### src/rtl/mips_store_buffer.sv
// Store buffer between the singleMIPS data port and a handshaked data memory.
// Stores retire into a FIFO and drain in the background; loads forward from it.
module mips_store_buffer #(
  parameter int DEPTH = 4,
  parameter int AW    = 32,
  parameter int DW    = 32
) (
  input  logic          clk,
  input  logic          reset,
  input  logic          core_we,
  input  logic          core_re,
  input  logic [AW-1:0] core_addr,
  input  logic [DW-1:0] core_wdata,
  output logic [DW-1:0] core_rdata,
  output logic          stall,
  output logic          mem_req,
  output logic          mem_we,
  output logic [AW-1:0] mem_addr,
  output logic [DW-1:0] mem_wdata,
  input  logic          mem_ack,
  input  logic [DW-1:0] mem_rdata
);
  localparam int PW = $clog2(DEPTH);
  localparam int CW = PW + 1;
  localparam int WA = AW - 2;

  typedef enum logic [1:0] {IDLE, WRITE, READ, RESP} state_t;

  state_t        state_q, state_d;
  logic [CW-1:0] count_q, count_d;
  logic [PW-1:0] rptr_q, rptr_d, wptr_q, wptr_d;
  logic [WA-1:0] ent_addr_q [DEPTH];
  logic [WA-1:0] ent_addr_d [DEPTH];
  logic [DW-1:0] ent_data_q [DEPTH];
  logic [DW-1:0] ent_data_d [DEPTH];
  logic          mem_req_q, mem_req_d, mem_we_q, mem_we_d;
  logic [AW-1:0] mem_addr_q, mem_addr_d;
  logic [DW-1:0] mem_wdata_q, mem_wdata_d;
  logic [DW-1:0] rd_q, rd_d;

  logic          full, empty, push, pop, hit, load_miss;
  logic [DW-1:0] fwd_data;
  logic [PW-1:0] idx;

  // Forwarding scans oldest to youngest so the youngest match wins.
  always_comb begin
    full     = (count_q == CW'(DEPTH));
    empty    = (count_q == '0);
    hit      = 1'b0;
    fwd_data = '0;
    idx      = '0;
    for (int i = 0; i < DEPTH; i++) begin
      idx = rptr_q + PW'(i);
      if ((CW'(i) < count_q) && (ent_addr_q[idx] == core_addr[AW-1:2])) begin
        hit      = 1'b1;
        fwd_data = ent_data_q[idx];
      end
    end
    push      = core_we && !full;
    pop       = (state_q == WRITE) && mem_ack;
    load_miss = core_re && !core_we && !hit;
  end

  always_comb begin
    ent_addr_d = ent_addr_q;
    ent_data_d = ent_data_q;
    wptr_d     = wptr_q;
    rptr_d     = rptr_q;
    count_d    = count_q;
    if (push) begin
      ent_addr_d[wptr_q] = core_addr[AW-1:2];
      ent_data_d[wptr_q] = core_wdata;
      wptr_d             = wptr_q + 1'b1;
    end
    if (pop) rptr_d = rptr_q + 1'b1;
    if (push && !pop) count_d = count_q + 1'b1;
    else if (pop && !push) count_d = count_q - 1'b1;
  end

  always_comb begin
    state_d     = state_q;
    mem_req_d   = mem_req_q;
    mem_we_d    = mem_we_q;
    mem_addr_d  = mem_addr_q;
    mem_wdata_d = mem_wdata_q;
    rd_d        = rd_q;
    unique case (state_q)
      IDLE: begin
        // Buffered stores always go out before a missing load.
        if (!empty) begin
          mem_req_d   = 1'b1;
          mem_we_d    = 1'b1;
          mem_addr_d  = {ent_addr_q[rptr_q], 2'b00};
          mem_wdata_d = ent_data_q[rptr_q];
          state_d     = WRITE;
        end else if (load_miss) begin
          mem_req_d  = 1'b1;
          mem_we_d   = 1'b0;
          mem_addr_d = {core_addr[AW-1:2], 2'b00};
          state_d    = READ;
        end
      end
      WRITE: begin
        if (mem_ack) begin
          mem_req_d = 1'b0;
          state_d   = IDLE;
        end
      end
      READ: begin
        if (mem_ack) begin
          rd_d      = mem_rdata;
          mem_req_d = 1'b0;
          state_d   = RESP;
        end
      end
      RESP:    state_d = IDLE;
      default: state_d = IDLE;
    endcase
  end

  always_comb begin
    stall      = 1'b0;
    core_rdata = '0;
    if (!reset) begin
      if (core_we) begin
        stall = full;
      end else if (core_re) begin
        if (hit) core_rdata = fwd_data;
        else if (state_q == RESP) core_rdata = rd_q;
        else stall = 1'b1;
      end
    end
  end

  always_ff @(posedge clk or posedge reset) begin
    if (reset) begin
      state_q     <= IDLE;
      count_q     <= '0;
      rptr_q      <= '0;
      wptr_q      <= '0;
      ent_addr_q  <= '{default: '0};
      ent_data_q  <= '{default: '0};
      mem_req_q   <= 1'b0;
      mem_we_q    <= 1'b0;
      mem_addr_q  <= '0;
      mem_wdata_q <= '0;
      rd_q        <= '0;
    end else begin
      state_q     <= state_d;
      count_q     <= count_d;
      rptr_q      <= rptr_d;
      wptr_q      <= wptr_d;
      ent_addr_q  <= ent_addr_d;
      ent_data_q  <= ent_data_d;
      mem_req_q   <= mem_req_d;
      mem_we_q    <= mem_we_d;
      mem_addr_q  <= mem_addr_d;
      mem_wdata_q <= mem_wdata_d;
      rd_q        <= rd_d;
    end
  end

  assign mem_req   = mem_req_q;
  assign mem_we    = mem_we_q;
  assign mem_addr  = mem_addr_q;
  assign mem_wdata = mem_wdata_q;
endmodule

### config.mk
export PLATFORM = sky130hd
export DESIGN_NAME = mips_store_buffer
export DESIGN_NICKNAME = d
export VERILOG_FILES = /design/src/rtl/mips_store_buffer.sv
export SDC_FILE = /design/constraint.sdc
export NUM_CORES = 1
export LEC_CHECK = 0
export ABC_AREA = 1
export BUFFER_PORTS_ARGS = -buffer_cell sky130_fd_sc_hd__buf_2
export CAP_MARGIN = 20
export CORE_MARGIN = 3
export CORE_UTILIZATION = 48
export DETAILED_ROUTE_END_ITERATION = 8
export PLACE_DENSITY = 0.66
export SLEW_MARGIN = 20
export SYNTH_ARGS = -nofsm -noshare
export SYNTH_HDL_FRONTEND = slang
export SYNTH_SLANG_ARGS = --single-unit
### constraint.sdc
create_clock -name clk -period 15.18 [get_ports clk]
set_clock_uncertainty 0.1 [all_clocks]
set_input_delay 2.277 -clock clk [delete_from_list [all_inputs] [get_ports clk]]
set_output_delay 2.277 -clock clk [all_outputs]
set_load 0.03 [all_outputs]
After elaboration in Yosys (flattened, before gate mapping)
Index checks and enable logic that the tools add are counted.

Reductions and logical operators: 26. Multiplexer cells: 63. Add/sub/neg operators: 6. Bitwise logic cells: 6. Equality and inequality tests: 13. $lt $le $gt $ge: 10.

Operators with widths (count): two-way mux 32 bit (20); two-way mux 30 bit (9); binary-select mux 32 bit (select 2 bit) (4); binary-select mux 30 bit (select 2 bit) (4); bitwise mux 128 bit (1); bitwise mux 120 bit (1); == test 30 bit (4); demux 32 bit (select 2 bit) (1); demux 30 bit (select 2 bit) (1); >= comparator 3 bit, second input constant (5); inverter 2 -> 3 bit (5); two-way mux 1 bit (14); logical AND 1 bit (11); two-way mux 2 bit (4); one-hot mux 2 bit (4 select lines) (1); less-than comparator 1 x 3 -> 1 bit, first input constant (2); less-than comparator 2 x 3 -> 1 bit, first input constant (2); two-way mux 3 bit (2); AND reduction 2 bit (3); AND reduction 3 bit (2); zero test 1 bit (5); adder 2 x 1 -> 2 bit, second input constant (2); adder 2 bit, second input constant (2); == test 2 bit, second input constant (2); other kinds (14) (17).

Register bits after elaboration: 355. Output and inout bits: 99. Input bits: 101. Word-level logic and storage cells: 141.

Depth between registers and ports, before layout
Gate-level depths: netlist of run 1.

Word-level depth: 15. Gate-level depth with buffers: 23. Mapped depth without buffers: 18.

Worst setup path before layout of run 1
OpenSTA, ideal clock, no wires.

Kind: input-to-output. Start point: input core_addr[22]. End point: output core_rdata[10]. Stages on the path: 16. Path buffers: 3. Setup slack: 8.580 ns. Required time: 12.803 ns. Data arrival time: 4.223 ns. Cell sequence: clkbuf_1 inv_1 nand2_1 nand2_1 nor2_1 nand2_1 nor2_1 nand2_1 nor2_2 nor2_1 and2_1 buf_6 buf_6 nand2_1 nand2_1 a21oi_1.

Word-level cells in the longest chain between the ends: 10. Elaborated cells between the ends (all ways): 20. Classes of those cells: eq/ne (4); mux (12); reduce/logical (4).

Ends and longest elaborated chain: start: declaration (line 12) `input logic [AW-1:0] core_addr,`; == test 30 bit (line 54) `if ((CW'(i) < count_q) && (ent_addr_q[idx] == core_addr[AW-1:2])) begin`; logical AND 1 bit (line 54); two-way mux 32 bit / two-way mux 1 bit (equally long branches) (4 in a row) (line 54); two-way mux 32 bit (*) (line 128) `if (hit) core_rdata = fwd_data;`; two-way mux 32 bit (*) (line 127) `end else if (core_re) begin`; two-way mux 32 bit (*) (line 125) `if (core_we) begin`; two-way mux 32 bit (*) (line 124) `if (!reset) begin`; end: declaration (line 14) `output logic [DW-1:0] core_rdata,`.

Mark *: on every way between the ends. The rest lies on a longest branch, timed or not.

Final worst setup path of run 1
Start point: register rptr_q[0]. End point: output core_rdata[5].

Word-level cells in the longest chain between the ends: 14. Elaborated cells between the ends (all ways): 51. Classes of those cells: add/sub (3); eq/ne (4); mux (36); bitwise (4); reduce/logical (4).

Ends and longest elaborated chain: start: declaration (line 31) `logic [PW-1:0] rptr_q, rptr_d, wptr_q, wptr_d;`; start signal: assignment (line 151) `rptr_q <= rptr_d;`; adder 2 x 1 -> 2 bit / inverter 2 -> 3 bit (equally long branches) (line 53, 54, 56); inverter 2 -> 3 bit (not written as such) / binary-select mux 30 bit (select 2 bit) (equally long branches) (line 54, 56); binary-select mux 30 bit (select 2 bit) / two-way mux 30 bit (equally long branches) (line 54); two-way mux 30 bit (not written as such) (line 54); two-way mux 30 bit (not written as such) / == test 30 bit (equally long branches) (line 54); == test 30 bit / logical AND 1 bit (equally long branches) (line 54); logical AND 1 bit, or another cell as far along (line 54); two-way mux 32 bit / two-way mux 1 bit (equally long branches) (3 in a row) (line 54); two-way mux 32 bit (*) (line 128); two-way mux 32 bit (*) (line 127); two-way mux 32 bit (*) (line 125); two-way mux 32 bit (*) (line 124).

Mark *: on every way between the ends. The rest lies on a longest branch, timed or not. The select of a mux whose other input is x is not followed.

==> results of run 1 <==
[cells in the final DEF, fill, tap and decap left out, drive strengths merged]
master and n:
nand2 1658, o21ai 598, dfrtp 353, nand3 268
inv 253, buf 224, nor2 212, a21oi 67
clkbuf 62, mux2 32, ha 14, xor2 10
clkinv 7, bufinv 5, diode 2, conb 2
xnor2 1, a21boi 1, o21bai 1, nand4 1
and2 1, o21a 1, nand3b 1, clkinvlp 1
[metal layers]
layer  share of wire  wire (um)  GRT usage  vias up
li1                -          -          -    11780
met1            0.44      32620     0.3999    10800
met2            0.45      33100     0.4652      810
met3           0.079       5803    0.05304      118
met4           0.027       1997    0.09430        4
met5         0.00029         21          0        -
[where the power goes]
group          leakage, nW  total, mW  switching [mW]  internal [mW]
Sequential            4.42       1.72           0.334           1.38
Clock                0.738       1.10           0.429          0.668
Combinational         8.54       3.33            2.34          0.992
Total                 13.7       6.15            3.10           3.04
[stage by stage]
step           power [mW]  std cells    util  cell area, um^2  hold slack (ns)
2_1_floorplan       4.148       3698       -            23170           0.3530
3_3_place_gp        4.953       4302  0.5137            24220           0.3500
3_5_place_dp        5.002       4302  0.5137            24220           0.3562
4_1_cts             6.124       4379  0.5453            25710           0.3709
5_1_grt             6.752       4382  0.5459            25740           0.3872
6_report            6.145       4382  0.5459            25740           0.3629
[area by class of cell]
class                      count  area (um^2)
inverter                     251        954.7
antenna                        2        5.005
tap                          607        759.5
clock inverter                15        214.0
multi-input combinational   2868        12460
sequential                   353         8841
timing repair buffer         224         1222
clock buffer                  62         1277
fill                        4852        21410
[kinds of logic after synthesis]
| group | after synthesis |
|---|---|
| other | 1 |
| AOI/OAI and AO/OA | 668 |
| DFF | 353 |
| adders and majority gates | 14 |
| xor gates and xnor gates | 11 |
| and+or+nand+nor | 2141 |
| buffers and inverters | 477 |
| muxes | 32 |
[state kept, by name (all words and copies together) (netlist names), 3 cells and up]
| register | count |
|---|---|
| count_q | 3 |
| ent_addr_q | 120 |
| ent_data_q | 128 |
| mem_addr | 30 |
| mem_wdata | 32 |
| rd_q | 32 |
[critical path, delay by kind of cell (launching register included)]
family | cells | cell delay [ns]
AND/OR/NAND/NOR | 12 | 1.90
buffers and inverters | 6 | 2.94
AO/OA/AOI/OAI | 1 | 0.29
flip-flops | 1 | 0.80
[path summary, 6_finish.rpt]
| path | end | cells after the start | slack [ns] | from |
|---|---|---|---|---|
| worst max-delay path | core_rdata[5] | 19 | 6.15 | rptr_q[0] |
| worst min-delay path | mem_req | 2 | 0.36 | mem_req |
| worst max register to register | mem_addr[17] | 20 | 9.30 | rptr_q[0] |
| worst min register to register | mem_req | 2 | 0.36 | mem_req |
| max in group asynchronous | ent_data_q[66] | 4 | 11.13 | reset |
| min in group asynchronous | mem_we | 2 | 1.80 | reset |
==> run summary, run 1 <==
Area growth syn-to-layout -> 11.12%
Largest net degree at the start of global routing -> 151
Number of remaining DRC errors -> 0
Root Buffer -> clkbuf_16
Sequential share of the synthesized area -> 0.3814
Leakage -> 13.70 nW
Distinct cells, synth -> 27
Hold buffer count at cts -> 0
Mapped Area -> 23,160 um^2
Worst-path cell chain -> buf_4 -> nand2_1 -> nand2_4 -> buf_4 -> nand2_1 -> nand3_1 -> nand2_1 -> nor2_1 -> nand2_1 -> nor2_1 -> nand2_1 -> nor2_4 -> buf_4 -> clkinv_1 -> buf_4 -> nor2_1 -> nor2_1 -> a21oi_1 -> buf_2
Post-DP HPWL -> 46,560 um
Layout cell share with drive strength beyond 1 -> 0.09250
Period utilisation layout -> 0.5946
Initial DRC count -> 2,096
Xor/xnor share of the synthesized area -> 0.004159
Asr flop ratio synth -> 1.000
Total wire length -> 73,540 um
CTS tree -> built
Synth Area per Inst -> 6.265 um^2
Core ar. -> 47,150 um^2
Clk slew on worst S/H paths -> 0.06 ns
Vias/cell -> 5.365
Die area -> 50,930 um^2
Initial core utilization -> 0.4913
Die Ht -> 225.7 um
Post-synth top cells -> nand2_1 (1,657), o21ai_0 (561), dfrtp_1 (353)
Compound-Gate Fraction of Synth Area -> 0.1447
CTS resizes -> 0
Slowest CP cell -> dfrtp_4
First-pass GRT wire length -> 117,600 um
Max-cap viol count -> 0
Post-synthesis mux area share -> 0.01556
Row cnt -> 79
Fraction of the mapped netlist area in adder cells -> 0.007563
Final Net Count -> 3,856
Crit-path max FO -> 73
RSZ-0062 raised after global routing -> false
Number of CTS-inserted buffers -> 43
GRT Overall Usage -> 0.2903
Final worst slack -> 6.154 ns
Ys Warns -> 0
Slew headroom -> 0.3333
Outcome -> finished, final reports clean
Placer congestion estimate -> 0.8933
Worst EP required -> 12.80 ns
Worst slew pin tran -> 1.000 ns
Synthesized instance count -> 3,697
Aggregate global routing overflow -> 0
Fmax -> 110.8 MHz
Simple logic cell fraction of the synthesized area -> 0.3624
Via count -> 23.51k
Minimum clock period -> 9.026 ns
CTS Buffer Depth -> 3
Max stage delay on crit path -> 0.80 ns
Pre-CTS WS -> 6.880 ns
Port Buf Inserts -> 195
Setup TNS -> 0 ns
Top cell by count, worst path -> nand2_1
WL/cell -> 16.78 um
Post-synth EDFFs -> 0
Crit Path Class -> flop to output port
Worst endpoint data arrival time -> 6.65 ns
Fin. max-slew vios -> 0
Htree depth -> 2
Pwr/cell area -> 238.8 nW/um^2
Prevailing post-synth register cell -> dfrtp_1
I/O pin total -> 200
Yosys top cell by area -> dfrtp_1
Number of buffers added for setup after CTS -> 0
Clock Latency Late Sink -> 0.58 ns
Final setup fails -> 0
Remaining antenna violation count -> 0
Hold Vio Cnt, Final -> 0
Main combinational cell family by area after synthesis -> simple AND/OR/NAND/NOR gates
Die Span X -> 225.7 um
Yosys reg bits -> 353
Largest cells by area after synthesis -> dfrtp_1 (38%), nand2_1 (27%), o21ai_0 (12%)
Most numerous cell in the Yosys netlist -> nand2_1
Drt first pass iters -> 6
Startpoint types -> flop
Worst IR Drop VDD -> 0.1680 mV
Clock Sinks -> 353
Initial antenna violation count -> 4
CP Capture Type -> output port
Type of the most critical hold path -> flop to flop
Top-area cell type share of the netlist area -> 0.3814
Via count of the first global-routing pass -> 21.76k
(Power assumes the default switching activity.)
==> run 2: changes to the inputs <==
PLACE_DENSITY = 0.69   (was 0.66)
clock period = 7.5 ns   (was 15.18 ns; I/O delays follow)
==> run 2 against run 1 <==
  * Utilization barely moved
  * Count of clock-buffer cells in the layout grew 7
  * Global-route usage shrank 0.63 points
  * Routed wire length decreased by 0.77%
  * Total power is 100% higher
  * Via count increased by 0.43%
  * Sequential share of layout area is essentially flat
  * Flip-flop and latch count did not move
  * Hold slack improved by 0.0088 ns
  * Design area barely moved
  * Die area did not move
  * Critical path depth down 1
==> run summary, run 2 (synthesized netlist as in run 1, its figures left out) <==
CP Capture Type -> output port
Most common cell after layout, fill and taps aside -> nand2_1
CTS resizes -> 0 (unchanged)
Core ar. -> 47,150 um^2 (unchanged)
Period utilisation layout -> 0.8612
Via count of the first global-routing pass -> 21.42k (-1.6%)
Tot Pwr -> 12.33 mW (+100%)
Finished Layout Cells -> 4,393 (+0.25%)
Root Buffer -> clkbuf_16
Initial DRC count -> 2,133 (+1.8%)
CTS Buffer Depth -> 3 (unchanged)
Biggest register -> ent_data_q
DP Cell Count -> 4,311 (+0.21%)
Placer congestion estimate -> 0.9214 (+3.1%)
Pwr/cell area -> 478.7 nW/um^2 (+100%)
Row cnt -> 79 (unchanged)
Setup TNS -> 0 ns (unchanged)
Htree depth -> 2 (unchanged)
Layout cell share with drive strength beyond 1 -> 0.09387 (+0.001366)
Largest net degree at the start of global routing -> 151 (unchanged)
Total wire length -> 72,970 um (-0.77%)
Clock Sinks -> 353 (unchanged)
Hold buffer count at cts -> 0 (unchanged)
Outcome -> finished, final reports clean
Area growth syn-to-layout -> 11.20% (about the same)
Max FFs per register -> 128 (unchanged)
Commonest cells after routing, fill and taps aside -> nand2_1 (1,650), o21ai_0 (561), dfrtp_1 (351), nand3_1 (268), inv_1 (246)
Number of remaining DRC errors -> 0 (unchanged)
Worst IR Drop VDD -> 0.3051 mV (+82%)
Die area -> 50,930 um^2 (unchanged)
Aggregate global routing overflow -> 0 (unchanged)
Crit-path max FO -> 68 (-6.8%)
Max-cap viol count -> 0 (unchanged)
Crit Path Class -> flop to output port
Worst EP required -> 6.27 ns (-6.53 ns)
Worst endpoint data arrival time -> 5.23 ns (-1.42 ns)
Post-DP HPWL -> 47,300 um (+1.6%)
Drt first pass iters -> 6 (unchanged)
Worst reg-to-reg path cell count -> 18 (-10%)
Vias/cell -> 5.374 (+0.18%)
Biggest regs -> ent_data_q x128, ent_addr_q x120
Final Net Count -> 3,864 (+0.21%)
Hold Vio Cnt, Final -> 0 (unchanged)
Fillers -> 4,824 (-0.58%)
First-pass GRT wire length -> 115,500 um (-1.9%)
Number of buffers added for setup after CTS -> 0 (unchanged)
Worst slew pin tran -> 1.108 ns (+0.1075 ns)
WL/cell -> 16.61 um (-1.0%)
Port Buf Inserts -> 195 (unchanged)
Minimum clock period -> 6.459 ns
Fmax -> 154.8 MHz
Hold Crit Depth -> 2 (unchanged)
Number of CTS-inserted buffers -> 43 (unchanged)
Leakage -> 13.72 nW (+0.11%)
Clk slew on worst S/H paths -> 0.06 ns (about the same)
GRT Overall Usage -> 0.2841 (-0.006276)
RSZ-0062 raised after global routing -> false
Fin. max-slew vios -> 0 (unchanged)
Startpoint types -> flop
Initial core utilization -> 0.4913 (unchanged)
Initial antenna violation count -> 5 (+1)
Die Span X -> 225.7 um (unchanged)
I/O pin total -> 200 (unchanged)
Remaining antenna violation count -> 0 (unchanged)
Via count -> 23.61k (+0.43%)
Die Ht -> 225.7 um (unchanged)
Slew headroom -> 0.2617 (-0.07166)
Type of the most critical hold path -> flop to flop
Final setup fails -> 0 (unchanged)
CTS tree -> built
Clock Latency Late Sink -> 0.58 ns (about the same)
[run 2: cell count changes in the layout (fill, tap and decap cells not counted), sizes merged]
cell,before,now
inv,253,254
diode,2,4
bufinv,5,0
clkbuf,62,69
clkinv,7,5
buf,224,232
[run 2: path summary, 6_finish.rpt]
kind,from,endpoint,slack [ns]
worst max register to register,rptr_q[0],mem_addr[12],2.87
min in group asynchronous,reset,ent_data_q[63],0.60
worst min-delay path,mem_req,mem_req,0.37
max in group asynchronous,reset,ent_addr_q[73],5.39
worst max-delay path,rptr_q[0],core_rdata[15],1.04
worst min register to register,mem_req,mem_req,0.37
[run 2: area by class of cell]
class                      count  area (um^2)  share of cell area
antenna                        4        10.01           0.0003886
clock buffer                  69         1344             0.05217
clock inverter                 9        82.58            0.003206
inverter                     251        950.9             0.03692
multi-input combinational   2868        12460              0.4839
sequential                   353         8841              0.3433
tap                          607        759.5             0.02949
timing repair buffer         232         1304             0.05062
[run 2: critical path, cell delays in order (launching register included)]
cell,delay (ns)
dfrtp_4,0.50
buf_4,0.53
nand2_1,0.19
nand2_4,0.42
buf_12,0.26
nand2_1,0.07
nand2_1,0.08
o21ai_0,0.15
nor2_1,0.13
nand2_1,0.05
nor2_1,0.34
nand4_4,0.72
buf_12,0.43
nor2_1,0.09
nor2_1,0.05
nand2_1,0.09
nand2_1,0.06
a21oi_1,0.15
buf_2,0.22
[run 2: through the flow]
step	hold slack [ns]	utilization	cell area, um^2	setup WS (ns)
after CTS	0.3754	0.5461	25750	1.142
after floorplan	0.3530	-	23170	1.547
after detailed placement	0.3601	0.5158	24320	1.787
after global placement	0.3518	0.5158	24320	1.801
after global routing	0.4012	0.5463	25760	0.7121
final	0.3717	0.5463	25760	1.041
[run 2: per-layer routing]
layer	GRT usage	share of wire
met1	0.3989	0.45
met2	0.4541	0.45
met3	0.03718	0.071
met4	0.09881	0.031
met5	0	0
[run 2: where the power goes]
part | internal (mW) | switching (mW) | total [mW]
clock network | 1.23 | 0.861 | 2.09
logic | 2.04 | 4.78 | 6.82
registers | 2.80 | 0.612 | 3.41
